**src/rtl/maj_tree_pipe.sv**
```systemverilog
// maj_tree_pipe: pipelined bitwise majority-of-3 voting tree.
// Each register stage holds one tree level. The mode and the gate node
// (the majority of the last three operands) travel alongside the data.
// A single advance enable moves the whole pipeline forward. It is high
// whenever the output slot is empty or is being consumed.
module maj_tree_pipe #(
  parameter int WIDTH = 1,
  parameter int DEPTH = 2,
  parameter int CNT_W = 16,
  localparam int N = 3**DEPTH
) (
  input  logic               clk,
  input  logic               rst_n,
  input  logic               in_valid,
  output logic               in_ready,
  input  logic [N*WIDTH-1:0] in_data,
  input  logic [1:0]         in_mode,
  output logic               out_valid,
  input  logic               out_ready,
  output logic [WIDTH-1:0]   out_data,
  input  logic               clr,
  output logic [CNT_W-1:0]   tx_count
);

  localparam int NW    = N * WIDTH;
  localparam int MAX_J = N / 3;

  // Stage k (0-based) holds tree level k+1. Only its low 3^(DEPTH-1-k)
  // nodes are meaningful; the upper bits are written as zero.
  logic [NW-1:0]    data_q   [DEPTH];
  logic [1:0]       mode_q   [DEPTH];
  logic [WIDTH-1:0] g_q      [DEPTH];
  logic [DEPTH-1:0] vld_q;

  logic [NW-1:0]    lvl      [DEPTH];
  logic [NW-1:0]    nxt_data [DEPTH];
  logic [1:0]       nxt_mode [DEPTH];
  logic [WIDTH-1:0] nxt_g    [DEPTH];
  logic [DEPTH-1:0] nxt_vld;
  logic             adv;
  logic [WIDTH-1:0] root;

  function automatic logic [WIDTH-1:0] maj3(input logic [WIDTH-1:0] a,
                                            input logic [WIDTH-1:0] b,
                                            input logic [WIDTH-1:0] c);
    return (a & b) | (a & c) | (b & c);
  endfunction

  assign adv       = out_ready | ~out_valid;
  assign in_ready  = adv;
  assign out_valid = vld_q[DEPTH-1];

  // Select the input of each stage: the operands for stage 0, else the previous stage.
  always_comb begin
    lvl[0]      = in_data;
    nxt_mode[0] = in_mode;
    nxt_vld[0]  = in_valid;
    nxt_g[0]    = maj3(in_data[(N-3)*WIDTH +: WIDTH],
                       in_data[(N-2)*WIDTH +: WIDTH],
                       in_data[(N-1)*WIDTH +: WIDTH]);
    for (int k = 1; k < DEPTH; k++) begin
      lvl[k]      = data_q[k-1];
      nxt_mode[k] = mode_q[k-1];
      nxt_vld[k]  = vld_q[k-1];
      nxt_g[k]    = g_q[k-1];
    end
  end

  // Reduce each level by three to form the next-level nodes.
  always_comb begin
    for (int k = 0; k < DEPTH; k++) begin
      nxt_data[k] = '0;
      for (int j = 0; j < MAX_J; j++) begin
        if (j < 3**(DEPTH-1-k)) begin
          nxt_data[k][j*WIDTH +: WIDTH] = maj3(lvl[k][(3*j)*WIDTH   +: WIDTH],
                                               lvl[k][(3*j+1)*WIDTH +: WIDTH],
                                               lvl[k][(3*j+2)*WIDTH +: WIDTH]);
        end
      end
    end
  end

  // Pipeline registers: every stage shifts together on advance and holds otherwise.
  always_ff @(posedge clk) begin
    if (!rst_n) begin
      vld_q <= '0;
    end else if (adv) begin
      vld_q  <= nxt_vld;
      data_q <= nxt_data;
      mode_q <= nxt_mode;
      g_q    <= nxt_g;
    end
  end

  // The output function is decoded from last-stage registers only.
  always_comb begin
    root = data_q[DEPTH-1][WIDTH-1:0];
    case (mode_q[DEPTH-1])
      2'b01:   out_data = root & g_q[DEPTH-1];
      2'b10:   out_data = ~root;
      default: out_data = root;
    endcase
  end

  // Saturating transfer counter. A clear wins over a same-cycle transfer.
  always_ff @(posedge clk) begin
    if (!rst_n) begin
      tx_count <= '0;
    end else if (clr) begin
      tx_count <= '0;
    end else if (out_valid && out_ready && (tx_count != {CNT_W{1'b1}})) begin
      tx_count <= tx_count + CNT_W'(1);
    end
  end

endmodule

```
**config.mk**
```make
export PLATFORM = sky130hd
export DESIGN_NAME = maj_tree_pipe
export DESIGN_NICKNAME = d
export VERILOG_FILES = /design/src/rtl/maj_tree_pipe.sv
export SDC_FILE = /design/constraint.sdc
export NUM_CORES = 1
export LEC_CHECK = 0
export ABC_AREA = 1
export BUFFER_PORTS_ARGS = -buffer_cell sky130_fd_sc_hd__buf_2
export CAP_MARGIN = 20
export CORE_MARGIN = 5
export CORE_UTILIZATION = 32
export DETAILED_ROUTE_END_ITERATION = 12
export GPL_ROUTABILITY_DRIVEN = 0
export MAX_ROUTING_LAYER = met4
export PLACE_DENSITY = 0.55
export SYNTH_ARGS = -nofsm -noshare
export SYNTH_HDL_FRONTEND = slang
export SYNTH_SLANG_ARGS = --single-unit
```
**constraint.sdc**
```tcl
create_clock -name clk -period 2.45 [get_ports clk]
set_input_delay 0.3675 -clock clk [delete_from_list [all_inputs] [get_ports clk]]
set_output_delay 0.3675 -clock clk [all_outputs]
set_load 0.005 [all_outputs]
```
# Word level (Yosys, flattened, before mapping)
# Cells that the tools add are included.
# op_classes
add_sub_neg	1
n_eq_ne	3
muxes	1
n_bitwise	25
reduce_logical	4
# op_table
op	n
$add 16x1->16 const B	1
$ne 16x16->1 const B	1
$and 1x1->1	13
$or 1x1->1	9
$not 1->1	3
$eq 2x1->1 const B	1
$eq 2x2->1 const B	1
$logic_and 1x1->1	2
$pmux 1 s2	1
$reduce_and 2->1	1
$reduce_or 2->1	1
# totals
ff_bits	28
inputBits	16
out_inout_bits	19
wordCells	42

# Logic depth before layout (Yosys ltp)
# Gate-level depths: netlist (run 1).
# depth
ltp_word	3
ltp_mapped	9
mapped_depth_nobuf	8

# Worst setup path after synthesis (run 1)
# No wires, ideal clock.
# synth_timing
path_kind	reg-to-reg
from	register tx_count[0]
to	register tx_count[2]
arrival_ps	1215
required_time_ps	2335
path_slack_ps	1120
stages_incl_launch_ff	8
n_path_buf	1
cell_sequence	dfxtp_1 > ha_1 > nand3_1 > nor2_4 > nand3_4 > buf_6 > a21oi_1 > nor2_1
# synth_between
elab_chain_len	2
elab_cells_between_ends	3
cone_classes	add/sub (1); eq/ne (1); reduce/logical (1)
# synth_rtl
element	line	source
from (decl)	22	output logic [CNT_W-1:0] tx_count
from (signal assigned)	112	tx_count <= tx_count + CNT_W'(1);
branches (longest 2 deep; another with $add 16x1->16)	-	
# Parallel ways; which one is timed is not known.
# A chain may end at the register's enable or synchronous reset.

# Final worst setup path (run 1)
# layout_timing
from	register mode_q[0] in the netlist's numbering
to	output out_data
# layout_between
elab_chain_len	2
elab_cells_between_ends	3
cone_classes	eq/ne (2); mux (1)
# layout_rtl
element	line	source
from (decl)	31	logic [1:0] mode_q [DEPTH];
from (signal assigned)	90	mode_q <= nxt_mode;
$eq 2x2->1 or $eq 2x1->1 (tied branches)	98	case (mode_q[DEPTH-1])
$pmux 1 s2 *	98	
to (decl)	20	output logic [WIDTH-1:0] out_data,
# Every way passes the cells marked *; elsewhere a longest branch is shown, timed or not.

==> impl_metrics.yaml, run 1 <==
clock_network:
  cts_sinks: 27
  htree_levels: 1
  tritoncts: "yes"
  clk_path_buf_depth: 2
  post-cts-setup-buffers: 0
  cts_buffers: 3
  clock_latency_ps: 270
  cts.reportedPaths.clkPinSlew_ps: 90
  cts_resized: 0
  cts_root_buf: "clkbuf_8"
  hold_buffers: 0
run:
  cap_violations: 0
logic_synthesis:
  syn_inst: 187
  yosysTopAreaCell: "dfxtp_1"
  ys_ff_latch: 27
  syn-cell-area_mm2: 0.00140
  synth.avg_cell_area_um2: 7.47
  synth_top_area_share_pct: 25.8
  synth-seq-area-share_pct: 45.2
  synth.area.top_cells: "dfxtp_1, edfxtp_1, nor2_1"
  syn_nets: 206
  yosysWarnings: 0
  yosysUniqueCellTypes: 20
final_layout:
  final_cell_mix: "nor2_1, nand2_1, buf_2"
  layout-drive-gt1-share_pct: 20.6
  fin_nets: 243
  antennaDiodeCount: 0
  layout_commonest_cell: "nor2_1"
  final_core_util_pct: 38.6
  fillers: 476
  area_growth_pct: 18.7
  stdcell_count: 275
power:
  p_per_area_mw_per_mm2: 477
  ir_drop_v: 0.000197
  p_total_uw: 790
  p_leak_uw: 0.000692
route:
  dr_total_vias: 1237
  drc_errors: 0
  wl_um: 3000
  wire_per_inst_um: 10.9
  antenna_left: 0
  drt_iter0_markers: 51
  first_pass_iters: 4
  avgViaCountPerCell: 4.50
global_route:
  grt_pass1_vias: 1136
  grt_antenna_before_repair: 0
  grt_pass1_wl_um: 5040
  grt_overflow: 0
  track_usage_pct: 10.7
  grt_max_degree: 23
placed_design:
  dp.cells: 271
  dpl.hpwl_um: 2350
  portBuffers: 34
floorplanning:
  start_util_pct: 32.5
  io_pins: 35
  die_h_um: 76.1
  core_area_mm2: 0.00429
  die_w_um: 76.1
  die_area_mm2: 0.00578
  rows: 24
sta:
  worst_pin_slew_ps: 702
  hold_violations: 0
  slew_viol_final: 0
  setup_tns_ps: 0
  fmax_mhz: 595
  slew-limit-headroom_pct: 53.1
  setup_violations: 0
  period_share_pct: 68.6
  hold_ws_ps: 266
  rsz0062_at_grt: "no"
  min_period_ps: 1680
  fin_skew_ps: 4.38
critical_path:
  cp_cell_sequence: "ha_1 -> nand3_1 -> a21oi_1 -> a21oi_1 -> inv_1 -> buf_2"
  worstSetupStartpointType: "flop"
  r2r_end: "tx_count[2]"
  cp-end-kind: "output port"
  required_ps: 2080
  crit_type: "flop to output port"
  crit_arrival_ps: 1310
  reg2reg_from: "tx_count[0]"
  reg2reg_setup_slack_ps: 960
  max_stage_delay_ps: 400
  crit_family: "flip-flops"
  reg2reg_depth: 6
  path_buf_inv: 2
  cp_slowest_cell: "edfxtp_1"
  crit_fanout: 2
  path_common_cell: "a21oi_1"
hold_path:
  hp-class: "input pin to flop"
  min_to: "mode_q[2]"
  hold_depth: 1
  min_from: "in_mode[0]"
run_status:
  status: "finished, final reports clean"
==> layout make-up <==
class	count	area, um^2	area share, %
timing repair buffer	35	178	10.7
clock buffer	3	41.3	2.49
clock inverter	1	5.00	0.302
multi-input combinational	134	652	39.3
tap	52	65.1	3.92
inverter	23	86.3	5.21
sequential	27	631	38.0
==> worst register-to-register path, stage by stage (launching register included) <==
cell and delay (ps):
dfxtp_1 390, ha_1 180, nand3_1 150, nor2_4 190, nand3_4 220, a21oi_1 200
nor2_1 60
==> sequential cells by signal, summed over array words and instances (netlist names) <==
register / cells
tx_count: 16
mode_q: 4
vld_q: 2
g_q: 2
data_q: 3
==> layer usage <==
metal / up-vias / wire length, um / GRT usage, %
li1: 672 / - / -
met1: 534 / 1440 / 13.8
met2: 27 / 1370 / 16.4
met3: 4 / 129 / 1.65
met4: 0 / 57 / 5.24
met5: - / 0 / -
==> synthesized netlist by cell type, drive strengths merged <==
library cell  count
a21oi            17
buf               3
dfxtp            18
edfxtp            9
ha                3
inv              23
maj3              4
nand2            40
nand3            22
nand4             1
nor2             43
nor3              1
o21ai             3
==> power by group <==
group | switching [uW] | internal, uW
clock network | 139 | 114
registers | 5.33 | 478
logic | 28.6 | 25.3
==> per-stage QoR <==
stage	cell area (um^2)	setup slack [ps]
3_3_place_gp	1610	947
3_5_place_dp	1610	962
6_report	1660	770
5_1_grt	1660	631
4_1_cts	1660	740
2_1_floorplan	1400	1120
==> cell families (layout without fill, tap and decap cells) <==
kind of cell	count (synthesis)	in the layout	synth area share, %
AND/OR/NAND/NOR	107	107	34.0
adder cells (fa/ha/maj)	7	7	5.56
flip-flops	27	27	45.2
AO/OA/AOI/OAI	20	20	7.17
buffers and inverters	26	62	8.15
==> worst max path at each step <==
stage           startpoint     endpoint  slack [ps]  depth (start not counted)
2_1_floorplan  tx_count[0]  tx_count[2]        1120                          7
3_3_place_gp   tx_count[1]  tx_count[1]         950                          6
3_5_place_dp   tx_count[0]  tx_count[2]         960                          6
4_1_cts          mode_q[0]     out_data         740                          6
5_1_grt          mode_q[0]     out_data         630                          6
6_report         mode_q[0]     out_data         770                          6
Note: power is estimated with default switching activity, not from simulation.
==> run 2: changes to the inputs <==
--- a/config.mk
+++ b/config.mk
@@ -13,7 +13,7 @@
 export DETAILED_ROUTE_END_ITERATION = 12
 export GPL_ROUTABILITY_DRIVEN = 0
 export MAX_ROUTING_LAYER = met4
-export PLACE_DENSITY = 0.55
+export PLACE_DENSITY = 0.57
 export SYNTH_ARGS = -nofsm -noshare
 export SYNTH_HDL_FRONTEND = slang
 export SYNTH_SLANG_ARGS = --single-unit
==> constraint.sdc (replaced) <==
create_clock -name clk -period 1.45 [get_ports clk]
set_input_delay 0.2175 -clock clk [delete_from_list [all_inputs] [get_ports clk]]
set_output_delay 0.2175 -clock clk [all_outputs]
set_load 0.005 [all_outputs]
==> impl_metrics.yaml, run 2 (synthesis results as in run 1) <==
placed_design:
  dpl.hpwl_um: 2380
  portBuffers: 34
  dp.cells: 283
clock_network:
  hold_buffers: 0
  htree_levels: 1
  cts_buffers: 3
  clk_path_buf_depth: 2
  cts.reportedPaths.clkPinSlew_ps: 90
  cts_root_buf: "clkbuf_8"
  clock_latency_ps: 280
  cts_sinks: 27
  tritoncts: "yes"
final_layout:
  final_core_util_pct: 45.1
  final_cell_mix: "nand2_1, nor2_1, buf_2"
  layout_commonest_cell: "nand2_1"
  area_growth_pct: 38.7
  multi_input_area_um2: 768
  layout-drive-gt1-share_pct: 37.0
  regMostFlops: "tx_count"
  largest_reg_flops: 16
  stdcell_count: 298
  top_regs: "tx_count: 16 flops, mode_q: 4 flops, data_q: 3 flops"
  regArea_um2: 636
  antennaDiodeCount: 0
  fin_nets: 266
  fillers: 451
sta:
  rsz0062_at_grt: "yes"
  slew-limit-headroom_pct: 70.6
  hold_violations: 0
  setup_violations: 1
  min_period_ps: 1530
  setup_tns_ps: -75.8
  fmax_mhz: 655
  period_share_pct: 105
  worst_slack_ps: -75.8
  worst_pin_slew_ps: 440
  slew_viol_final: 0
  fin_skew_ps: 4.31
run_status:
  violations: "negative setup slack"
  status: "complete, but fails checks"
route:
  wire_per_inst_um: 11.2
  avgViaCountPerCell: 4.62
  antenna_left: 0
  wl_um: 3340
  dr_total_vias: 1377
  first_pass_iters: 4
  drt_iter0_markers: 88
  drc_errors: 0
critical_path:
  cp-end-kind: "output port"
  crit_type: "flop to output port"
  worstSetupStartpointType: "flop"
  required_ps: 1230
  crit_fanout: 2
  crit_arrival_ps: 1310
power:
  ir_drop_v: 0.000393
  p_leak_uw: 0.000806
  p_per_area_mw_per_mm2: 687
hold_path:
  hp-class: "input pin to flop"
global_route:
  grt_max_degree: 17
  grt_pass1_vias: 1222
  grt_antenna_before_repair: 0
  grt_overflow: 0
  track_usage_pct: 11.5
  grt_pass1_wl_um: 5360
floorplanning:
  die_area_mm2: 0.00578
  die_w_um: 76.1
  start_util_pct: 32.5
  core_area_mm2: 0.00429
  die_h_um: 76.1
  io_pins: 35
  rows: 24
run:
  cap_violations: 0
-- run 2: cell count changes in the layout (fill, tap and decap cells not counted), moves of 2 or more --
cell / delta
nand3_1: -3
nand3_2: +3
dfxtp_1: -4
nand3_4: +3
a21oi_2: +7
buf_6: +2
nor2_2: +5
nor2_1: -6
dfxtp_2: +4
a21oi_1: -7
buf_4: +18
-- run 2: layer usage --
layer | share of wire (%) | global-route usage, %
met1 | 46 | 14.1
met2 | 49 | 18.4
met3 | 2.3 | 1.18
met4 | 3.2 | 6.82
met5 | 0 | -
-- run 2: critical path: stages, from the launching register on --
cell,delay (ps)
edfxtp_1,410
ha_1,310
a21oi_1,40
a21oi_1,110
inv_1,50
buf_2,120
-- run 2: through the flow --
step / hold slack [ps] / total power, uW / cell area (um^2) / setup slack (ps)
floorplan: 316 / 884 / 1400 / 120
global placement: 394 / 927 / 1700 / 84.0
detailed placement: 398 / 930 / 1700 / 6.02
CTS: 102 / 1360 / 1770 / -118
global route: 104 / 1410 / 1940 / -172
finish: 112 / 1330 / 1940 / -75.8
-- run 2: cell type report --
type	instances	share of cell area, %
clock buffer	3	2.13
inverter	23	4.46
sequential	27	32.8
clock inverter	1	0.258
tap	52	3.36
multi-input combinational	137	39.7
timing repair buffer	55	17.3
-- run 2: report_power, final --
part | switching, uW | total (uW) | internal, uW
logic | 48.8 | 94.6 | 45.8
registers | 8.95 | 816 | 807
clock network | 227 | 420 | 193
total | 285 | 1330 | 1050
-- run 2: timing repair --
item	4_1_cts	5_1_grt
endpoints found under the hold margin	0	0
pin swaps	0	5
setup buffers	0	8
cloned	1	2
resized for setup	1	28
setup endpoints to repair	2	25
-- run 2: worst paths after layout --
check	startpoint	endpoint	slack, ps	cells past startpoint
hold / removal	in_mode[1]	mode_q[3]	110	1
hold reg to reg	mode_q[2]	mode_q[0]	440	0
setup reg to reg	tx_count[1]	tx_count[10]	40	7
setup / recovery	mode_q[1]	out_data	-80	5
